[src/rtl/pwm_audio_out.sv]
// pwm_audio_out: final audio output stage.
// Buffers unsigned PCM samples in a small FIFO and turns each one into a
// single-bit PWM waveform. One PWM frame lasts 2^SAMPLE_W clocks and every
// sample is held for REPEAT frames. An empty FIFO at a frame start produces
// a midscale (silent) frame and a one-cycle underflow pulse.
module pwm_audio_out #(
  parameter int SAMPLE_W   = 8,
  parameter int REPEAT     = 1,
  parameter int FIFO_DEPTH = 4
) (
  input  logic                          clock,
  input  logic                          reset,
  input  logic                          enable,
  input  logic [SAMPLE_W-1:0]           sample_in,
  input  logic                          sample_valid,
  output logic                          sample_ready,
  output logic                          Output_Sound,
  output logic                          underflow,
  output logic [$clog2(FIFO_DEPTH):0]   fifo_level
);

  localparam int AW = $clog2(FIFO_DEPTH);
  localparam int LW = AW + 1;

  localparam logic [SAMPLE_W-1:0] MID_LEVEL  = {1'b1, {(SAMPLE_W-1){1'b0}}};
  localparam logic [SAMPLE_W-1:0] CNT_MAX    = {SAMPLE_W{1'b1}};
  localparam logic [SAMPLE_W-1:0] CNT_ZERO   = {SAMPLE_W{1'b0}};
  localparam logic [SAMPLE_W-1:0] CNT_ONE    = {{(SAMPLE_W-1){1'b0}}, 1'b1};
  localparam logic [3:0]          REP_RELOAD = 4'(REPEAT - 1);
  localparam logic [LW-1:0]       FULL_LEVEL = LW'(FIFO_DEPTH);
  localparam logic [LW-1:0]       LVL_ONE    = LW'(1);
  localparam logic [AW-1:0]       PTR_ONE    = AW'(1);

  typedef enum logic [0:0] {
    ST_IDLE = 1'b0,
    ST_RUN  = 1'b1
  } state_e;

  state_e                state_q, state_d;
  logic [SAMPLE_W-1:0]   cnt_q, cnt_d;
  logic [3:0]            rep_q, rep_d;
  logic [SAMPLE_W-1:0]   duty_q, duty_d;
  logic                  out_q, out_d;
  logic                  uf_q, uf_d;
  logic [AW-1:0]         wr_ptr_q, wr_ptr_d;
  logic [AW-1:0]         rd_ptr_q, rd_ptr_d;
  logic [LW-1:0]         level_q, level_d;
  logic [SAMPLE_W-1:0]   mem_q [FIFO_DEPTH];

  logic fifo_empty_s;
  logic fifo_full_s;
  logic push_s;
  logic pop_s;
  logic frame_start_s;
  logic load_s;

  // Handshake and frame-boundary decode; a stop request at a frame start
  // suppresses the load so the FIFO and duty are left untouched.
  always_comb begin
    fifo_empty_s  = (level_q == {LW{1'b0}});
    fifo_full_s   = (level_q == FULL_LEVEL);
    push_s        = sample_valid && !fifo_full_s;
    frame_start_s = ((state_q == ST_IDLE) && enable) ||
                    ((state_q == ST_RUN) && (cnt_q == CNT_MAX));
    load_s        = frame_start_s && enable;
    pop_s         = load_s && (rep_q == 4'd0) && !fifo_empty_s;
  end

  // Play/stop sequencing and the free-running frame counter.
  always_comb begin
    state_d = state_q;
    cnt_d   = cnt_q;
    case (state_q)
      ST_IDLE: begin
        cnt_d = CNT_ZERO;
        if (enable) begin
          state_d = ST_RUN;
        end else begin
          state_d = ST_IDLE;
        end
      end
      ST_RUN: begin
        cnt_d = cnt_q + CNT_ONE;
        if (frame_start_s && !enable) begin
          state_d = ST_IDLE;
        end else begin
          state_d = ST_RUN;
        end
      end
      default: begin
        state_d = ST_IDLE;
        cnt_d   = CNT_ZERO;
      end
    endcase
  end

  // Frame-start duty/repeat update and the PWM compare for the next cycle.
  always_comb begin
    duty_d = duty_q;
    rep_d  = rep_q;
    uf_d   = 1'b0;
    if (load_s) begin
      if (rep_q == 4'd0) begin
        if (!fifo_empty_s) begin
          duty_d = mem_q[rd_ptr_q];
          rep_d  = REP_RELOAD;
        end else begin
          duty_d = MID_LEVEL;
          rep_d  = 4'd0;
          uf_d   = 1'b1;
        end
      end else begin
        rep_d = rep_q - 4'd1;
      end
    end else begin
      duty_d = duty_q;
    end
    out_d = (state_q == ST_RUN) && (cnt_q < duty_q);
  end

  // FIFO pointer and occupancy bookkeeping; simultaneous push and pop cancel.
  always_comb begin
    wr_ptr_d = wr_ptr_q;
    rd_ptr_d = rd_ptr_q;
    level_d  = level_q;
    if (push_s) begin
      wr_ptr_d = wr_ptr_q + PTR_ONE;
    end else begin
      wr_ptr_d = wr_ptr_q;
    end
    if (pop_s) begin
      rd_ptr_d = rd_ptr_q + PTR_ONE;
    end else begin
      rd_ptr_d = rd_ptr_q;
    end
    case ({push_s, pop_s})
      2'b10:   level_d = level_q + LVL_ONE;
      2'b01:   level_d = level_q - LVL_ONE;
      default: level_d = level_q;
    endcase
  end

  // Control and output registers.
  always_ff @(posedge clock or negedge reset) begin
    if (!reset) begin
      state_q  <= ST_IDLE;
      cnt_q    <= CNT_ZERO;
      rep_q    <= 4'd0;
      duty_q   <= MID_LEVEL;
      out_q    <= 1'b0;
      uf_q     <= 1'b0;
      wr_ptr_q <= {AW{1'b0}};
      rd_ptr_q <= {AW{1'b0}};
      level_q  <= {LW{1'b0}};
    end else begin
      state_q  <= state_d;
      cnt_q    <= cnt_d;
      rep_q    <= rep_d;
      duty_q   <= duty_d;
      out_q    <= out_d;
      uf_q     <= uf_d;
      wr_ptr_q <= wr_ptr_d;
      rd_ptr_q <= rd_ptr_d;
      level_q  <= level_d;
    end
  end

  // Sample storage; cleared on reset so no stale audio survives it.
  always_ff @(posedge clock or negedge reset) begin
    if (!reset) begin
      for (int i = 0; i < FIFO_DEPTH; i++) begin
        mem_q[i] <= {SAMPLE_W{1'b0}};
      end
    end else if (push_s) begin
      mem_q[wr_ptr_q] <= sample_in;
    end
  end

  assign sample_ready = !fifo_full_s;
  assign Output_Sound = out_q;
  assign underflow    = uf_q;
  assign fifo_level   = level_q;

endmodule

[config.mk]
export PLATFORM = sky130hd
export DESIGN_NAME = pwm_audio_out
export DESIGN_NICKNAME = d
export VERILOG_FILES = /design/src/rtl/pwm_audio_out.sv
export SDC_FILE = /design/constraint.sdc
export NUM_CORES = 1
export LEC_CHECK = 0
export ABC_AREA = 1
export CELL_PAD_IN_SITES_DETAIL_PLACEMENT = 1
export CELL_PAD_IN_SITES_GLOBAL_PLACEMENT = 1
export CORE_ASPECT_RATIO = 1.1
export CORE_UTILIZATION = 45
export DETAILED_ROUTE_END_ITERATION = 8
export HOLD_SLACK_MARGIN = 0.06
export PLACE_DENSITY_LB_ADDON = 0.1
export SYNTH_ARGS = -nofsm -noshare
export SYNTH_HDL_FRONTEND = slang
export SYNTH_SLANG_ARGS = --single-unit
[constraint.sdc]
create_clock -name clock -period 2.48 [get_ports clock]
set_input_delay 0.496 -clock clock [delete_from_list [all_inputs] [get_ports clock]]
set_output_delay 0.496 -clock clock [all_outputs]
set_load 0.01 [all_outputs]
# [Word-level counts from Yosys, hierarchy flattened]
# Cells that the tools add are included.
[word_totals] ff_bits=62 inputBits=12 out_inout_bits=6 wordCells=63
[op_classes] add_sub_neg=6 n_lt_le_gt_ge=4 n_eq_ne=4 muxes=16 bitwise=3 reduce_logical=17
[op_table] operator="32-bit bitwise mux" n=1
[op_table] operator="8-bit two-way mux" n=4
[op_table] operator="8-bit binary-select mux with 2-bit select" n=1
[op_table] operator="8-bit demux with 2-bit select" n=1
[op_table] operator="8-bit case mux with 2 select lines" n=1
[op_table] operator="1-bit logical AND" n=9
[op_table] operator="8-bit by 1-bit adder with 8-bit output (second input constant)" n=1
[op_table] operator="8-bit equality test (second input constant)" n=1
[op_table] operator="8-bit less-than comparator" n=1
[op_table] operator="3-bit >= comparator (second input constant)" n=2
[op_table] operator="2-bit NOT with 3-bit output" n=2
[op_table] operator="3-bit case mux with 2 select lines" n=1
[op_table] operator="1-bit two-way mux" n=5
[op_table] operator="2-bit by 1-bit adder with 2-bit output (second input constant)" n=2
[op_table] operator="4-bit zero test" n=1
[op_table] operator="4-bit two-way mux" n=1
[op_table] operator="4-bit by 1-bit subtractor with 4-bit output (second input constant)" n=1
[op_table] operator="3-bit by 1-bit adder with 3-bit output (second input constant)" n=1
[op_table] operator="3-bit equality test (second input constant)" n=1
[op_table] operator="1-bit zero test" n=3
[op_table] operator="3-bit zero test" n=1
[op_table] operator="3-bit by 1-bit less-than comparator with 1-bit output (second input constant)" n=1
[op_table] operator="3-bit by 1-bit subtractor with 3-bit output (second input constant)" n=1
[op_table] operator="2-bit by 1-bit equality test with 1-bit output (second input constant)" n=1
[op_table] operator="6 further kinds" n=6

# [Logic depth before layout (Yosys ltp)]
[logic_depth] depth_word=8 ltp_mapped=13 mapped_depth_nobuf=13

# [Least setup slack after synthesis]
# No wires, ideal clock.
[synth_timing] path_kind="flip-flop to flip-flop" start="reg cnt_q[0]" end="reg level_q[2], in the netlist fifo_level[2]" setup_ns=0.131 arrival_ns=1.976 required_time_ns=2.349 path_slack_ns=0.373 stages_incl_launch_ff=14 n_path_buf=0 period_less_slack_ns=2.107 cell_sequence="dfrtp_1 -> ha_1 -> nand2_2 -> nor2_2 -> nand2_2 -> nand2_4 -> nand4_1 -> inv_1 -> ha_1 -> inv_1 -> fa_1 -> a21oi_1 -> o21ai_0 -> xor2_1"
[synth_via] elab_chain_len=8 elab_cells_between_ends=10 classes_between="eq/ne (3); mux (1); reduce/logical (6)"
[synth_rtl] element="from (decl)" line_no="40" source="logic [SAMPLE_W-1:0] cnt_q, cnt_d;"
[synth_rtl] element="from (signal assigned)" line_no="157" source="cnt_q <= cnt_d;"
[synth_rtl] element="8-bit equality test *" line_no="64" source="((state_q == ST_RUN) && (cnt_q == CNT_MAX));"
[synth_rtl] element="1-bit logical AND *" line_no="64"
[synth_rtl] element="1-bit logical OR *" line_no="63" source="frame_start_s = ((state_q == ST_IDLE) && enable) ||"
[synth_rtl] element="1-bit logical AND *" line_no="65" source="load_s = frame_start_s && enable;"
[synth_rtl] element="1-bit logical AND * (2 in a row)" line_no="66" source="pop_s = load_s && (rep_q == 4'd0) && !fifo_empty_s;"
[synth_rtl] element="net pop_s" line_no="53" source="logic pop_s;"
[synth_rtl] element="2-bit by 1-bit equality test with 1-bit output or 2-bit equality test (tied branches)" line_no="136" source="case ({push_s, pop_s})"
[synth_rtl] element="3-bit case mux with 2 select lines or 2-bit nonzero test (tied branches)"
[synth_rtl] element="to (signal assigned)" line_no="154" source="level_q <= {LW{1'b0}};"
[synth_rtl] element="to (signal assigned)" line_no="164" source="level_q <= level_d;"
[synth_rtl] element="to (decl)" line_no="47" source="logic [LW-1:0] level_q, level_d;"
# Mark *: on every way through the listed nets, which the timed path passes. The rest lies on a longest branch.
# A chain may end at the register's enable or synchronous reset.

# [Final worst setup path]
[layout_timing] start="reg cnt_q[1]" end="reg level_q[2], in the netlist fifo_level[2]"
# Same word-level chain as after synthesis.

==> impl_metrics.xml <==
<?xml version="1.0" encoding="UTF-8"?>
<metrics>
  <group name="synth">
    <metric name="synthSimpleGateAreaFrac" unit="">0.2001</metric>
    <metric name="synth_area" unit="sq um">3039</metric>
    <metric name="synth_seq_cells" unit="">62</metric>
    <metric name="synth_sequential_area_ratio" unit="">0.5109</metric>
    <metric name="synth_fa_ha_area_frac" unit="">0.06011</metric>
    <metric name="synth-edff-count" unit="">0</metric>
    <metric name="synth_xor_area_frac" unit="">0.01153</metric>
    <metric name="netlist_instances" unit="">348</metric>
    <metric name="synthesis.nets" unit="">374</metric>
    <metric name="synth-async-reset-ratio" unit="">1.000</metric>
    <metric name="synth_area_in_compound_gates" unit="">0.1441</metric>
    <metric name="synthesis.area_per_instance" unit="sq um">8.733</metric>
    <metric name="synth.lib_cells_used.distinct" unit="">31</metric>
    <metric name="ys_warn_count" unit="">0</metric>
    <metric name="synth.area.mux_share" unit="">0</metric>
    <metric name="ys_dominant_reg_cell" unit="">sky130_fd_sc_hd__dfrtp_1</metric>
    <metric name="synth_top_family_by_area" unit="">simple AND/OR/NAND/NOR gates</metric>
  </group>
  <group name="sta">
    <metric name="fin_worst_hold_slack" unit="ns">0.1658</metric>
    <metric name="setup-violations-final" unit="">0</metric>
    <metric name="fmaxAchievable" unit="MHz">434.2</metric>
    <metric name="post-route-min-period" unit="ns">2.303</metric>
    <metric name="rsz0062_at_grt" unit="">no</metric>
    <metric name="hold_viol_final" unit="">0</metric>
    <metric name="finClkSkew" unit="ns">0.006738</metric>
    <metric name="slew_headroom" unit="">0.5713</metric>
    <metric name="setup_tns" unit="ns">0</metric>
    <metric name="maxSlewViolCount" unit="">0</metric>
    <metric name="worst_slew_pin_slew" unit="ns">0.6431</metric>
    <metric name="crit_share_post_route" unit="">0.9287</metric>
  </group>
  <group name="layout">
    <metric name="area_growth" unit="%">16.14</metric>
    <metric name="most_common_library_cell_in_the_layout_ignoring_fill_and_taps" unit="">sky130_fd_sc_hd__nand2_1</metric>
    <metric name="layout_common_cells" unit="">sky130_fd_sc_hd__nand2_1 (79), sky130_fd_sc_hd__dfrtp_1 (61), sky130_fd_sc_hd__o21ai_1 (43)</metric>
    <metric name="share_of_final_layout_standard_cells_stronger_than_drive_strength_1" unit="">0.1293</metric>
    <metric name="nNetsFinal" unit="">400</metric>
    <metric name="antenna-diode-count" unit="">0</metric>
  </group>
  <group name="die">
    <metric name="initial_utilization" unit="">0.4636</metric>
    <metric name="floorplan.die_area" unit="sq um">7087</metric>
    <metric name="std_cell_rows" unit="">31</metric>
    <metric name="ios" unit="">18</metric>
    <metric name="floorplan.die.width" unit="microns">80.36</metric>
    <metric name="chipHeight" unit="microns">88.19</metric>
    <metric name="core_area" unit="sq um">6555</metric>
  </group>
  <group name="placed_design">
    <metric name="place_congestion" unit="">0.7479</metric>
    <metric name="dp_hpwl" unit="microns">4600</metric>
    <metric name="buffer_ports.inserted" unit="">17</metric>
  </group>
  <group name="critical_path">
    <metric name="timing.critical_path.slowest_stage_cell" unit="">sky130_fd_sc_hd__dfrtp_1</metric>
    <metric name="timing.rr.start" unit="">cnt_q[1]</metric>
    <metric name="required" unit="ns">2.69</metric>
    <metric name="worstSetupStartpointType" unit="">flip-flop</metric>
    <metric name="end_kind" unit="">flip-flop</metric>
    <metric name="r2r_slack" unit="ns">0.18</metric>
    <metric name="crit_path_cells" unit="">ha_2, nand2_2, nor2_4, nand2_2, nand2_4, nand4_1, inv_1, ha_1, inv_1, fa_1, a21oi_1, o21ai_1, xor2_1</metric>
    <metric name="crit_path_max_fanout" unit="">4</metric>
    <metric name="crit_family" unit="">adder cells</metric>
    <metric name="destination_of_the_worst_register_to_register_timing_path" unit="">fifo_level[2]</metric>
    <metric name="worst_path_largest_cell_delay" unit="ns">0.38</metric>
    <metric name="worst-r2r-cell-count" unit="">13</metric>
    <metric name="critPathKind" unit="">flip-flop to flip-flop</metric>
    <metric name="cp_data_arrival_time" unit="ns">2.51</metric>
    <metric name="cp.buffers_inverters" unit="">2</metric>
  </group>
  <group name="grt">
    <metric name="grt_overflow" unit="">0</metric>
    <metric name="grt_max_degree" unit="">28</metric>
    <metric name="grt_usage" unit="">0.2130</metric>
    <metric name="grt_pass1_vias" unit="">2405</metric>
    <metric name="antenna_found_initial" unit="">0</metric>
    <metric name="grt_pass1_wl" unit="microns">11360</metric>
  </group>
  <group name="detailed_routing">
    <metric name="routed_wire_length_per_instance" unit="microns">14.39</metric>
    <metric name="vias_per_cell" unit="">4.993</metric>
    <metric name="ant_nets" unit="">0</metric>
    <metric name="drt-pass1-iter-count" unit="">4</metric>
    <metric name="initialDrtViolationCount" unit="">81</metric>
    <metric name="routed-via-count" unit="">2302</metric>
    <metric name="remaining_drc_errors" unit="">0</metric>
    <metric name="detail_route.wirelength" unit="microns">6634</metric>
  </group>
  <group name="clock_tree">
    <metric name="cts.reportedPaths.clkPinSlew" unit="ns">0.07</metric>
    <metric name="cts_sinks" unit="">62</metric>
    <metric name="number_of_h_tree_levels" unit="">3</metric>
    <metric name="tritoncts" unit="">built</metric>
    <metric name="clk_path_buf_depth" unit="">2</metric>
    <metric name="clock_tree.root_cell" unit="">sky130_fd_sc_hd__clkbuf_8</metric>
    <metric name="clk_latency" unit="ns">0.33</metric>
    <metric name="cts_made_buffers" unit="">9</metric>
  </group>
  <group name="power">
    <metric name="leakage" unit="uW">0.001714</metric>
    <metric name="worst_ir_drop_vdd" unit="V">0.0003214</metric>
    <metric name="cellPowerDensity" unit="nW/um^2">578.3</metric>
    <metric name="p_total" unit="uW">2041</metric>
  </group>
  <group name="min_path">
    <metric name="hold_path_class" unit="">input port to asynchronous set/reset pin</metric>
  </group>
  <group name="flow_run">
    <metric name="maxCapViolations" unit="">0</metric>
  </group>
  <group name="run_status">
    <metric name="outcome" unit="">complete, no violations</metric>
  </group>
</metrics>
timing repair:
action                     in CTS  in global routing
resized for setup               0                  3
buffers inserted                0                  3
hold buffers                    0                  0
setup endpoints to repair       0                  1
stage by stage:
| step | worst slack (ns) | utilization | area, sq um | cells |
|---|---|---|---|---|
| finish | 0.1768 | 0.5385 | 3530 | 461 |
| global route | 0.02003 | 0.5385 | 3530 | 461 |
| CTS | 0.05964 | 0.5339 | 3500 | 458 |
| floorplan | 0.3730 | - | 3039 | 348 |
| global placement | 0.1139 | 0.4999 | 3277 | 442 |
| detailed placement | 0.08447 | 0.4999 | 3277 | 442 |
synth_stat cells, types with 3 or more instances:
cell | instances | share of area
sky130_fd_sc_hd__nand2_1 | 79 | 0.098
sky130_fd_sc_hd__a21oi_1 | 10 | 0.016
sky130_fd_sc_hd__nand2_4 | 6 | 0.022
sky130_fd_sc_hd__nand4_1 | 3 | 0.0062
sky130_fd_sc_hd__inv_1 | 33 | 0.041
sky130_fd_sc_hd__xor2_1 | 3 | 0.0086
sky130_fd_sc_hd__dfrtp_1 | 61 | 0.50
sky130_fd_sc_hd__inv_2 | 4 | 0.0049
sky130_fd_sc_hd__buf_2 | 3 | 0.0049
sky130_fd_sc_hd__o21ai_0 | 26 | 0.043
sky130_fd_sc_hd__nand3_1 | 6 | 0.0099
sky130_fd_sc_hd__nor2_2 | 3 | 0.0062
sky130_fd_sc_hd__o21ai_1 | 42 | 0.069
sky130_fd_sc_hd__buf_4 | 6 | 0.015
sky130_fd_sc_hd__ha_1 | 13 | 0.054
sky130_fd_sc_hd__nor2_1 | 32 | 0.040
worst register-to-register path: stages (launching register included):
cell	delay (ns)
sky130_fd_sc_hd__dfrtp_1	0.38
sky130_fd_sc_hd__ha_2	0.21
sky130_fd_sc_hd__nand2_2	0.08
sky130_fd_sc_hd__nor2_4	0.12
sky130_fd_sc_hd__nand2_2	0.09
sky130_fd_sc_hd__nand2_4	0.08
sky130_fd_sc_hd__nand4_1	0.14
sky130_fd_sc_hd__inv_1	0.12
sky130_fd_sc_hd__ha_1	0.15
sky130_fd_sc_hd__inv_1	0.07
sky130_fd_sc_hd__fa_1	0.38
sky130_fd_sc_hd__a21oi_1	0.15
sky130_fd_sc_hd__o21ai_1	0.09
sky130_fd_sc_hd__xor2_1	0.14
cell type report:
class | count | area (sq um)
tap | 82 | 102.6
multi-input combinational | 237 | 1271
fill | 779 | 3025
timing repair buffer | 26 | 232.7
inverter | 38 | 147.6
clock inverter | 6 | 85.08
sequential | 62 | 1553
clock buffer | 10 | 137.6
sequential cells by signal, summed over array words and instances (netlist names):
signal / count
mem_q: 32
cnt_q: 8
duty_q: 8
rep_q: 4
fifo_level: 3
rd_ptr_q: 2
wr_ptr_q: 2
Output_Sound: 1
state_q: 1
underflow: 1
worst max path at each step:
| stage | depth (start not counted) | endpoint | from |
|---|---|---|---|
| final | 13 | fifo_level[2] | cnt_q[1] |
| after detailed placement | 9 | fifo_level[2] | enable |
| after global routing | 13 | fifo_level[2] | cnt_q[1] |
| after CTS | 13 | fifo_level[2] | cnt_q[0] |
| after global placement | 9 | fifo_level[2] | enable |
| after floorplan | 13 | fifo_level[2] | cnt_q[0] |
kinds of logic (layout without fill, tap and decap cells):
| family | count (synthesis) | in the layout |
|---|---|---|
| flip-flops | 62 | 62 |
| buffers and inverters | 49 | 80 |
| adder cells (fa/ha/maj) | 14 | 14 |
| XOR/XNOR | 4 | 4 |
| AND/OR/NAND/NOR | 135 | 135 |
| AO/OA/AOI/OAI | 84 | 84 |
per-layer routing:
layer | vias up | share of wire | GRT usage
li1 | 1170 | - | -
met1 | 1099 | 0.47 | 0.2765
met2 | 27 | 0.50 | 0.3598
met3 | 6 | 0.022 | 0.03229
met4 | 0 | 0.0095 | 0.07792
met5 | - | 0 | 0
where the power goes:
part / total (uW) / internal (uW) / switching (uW)
Combinational: 49.8 / 18.3 / 31.5
Sequential: 1010 / 1010 / 0
Clock: 980 / 589 / 391
Total: 2040 / 1620 / 422
(Power assumes the default switching activity.)
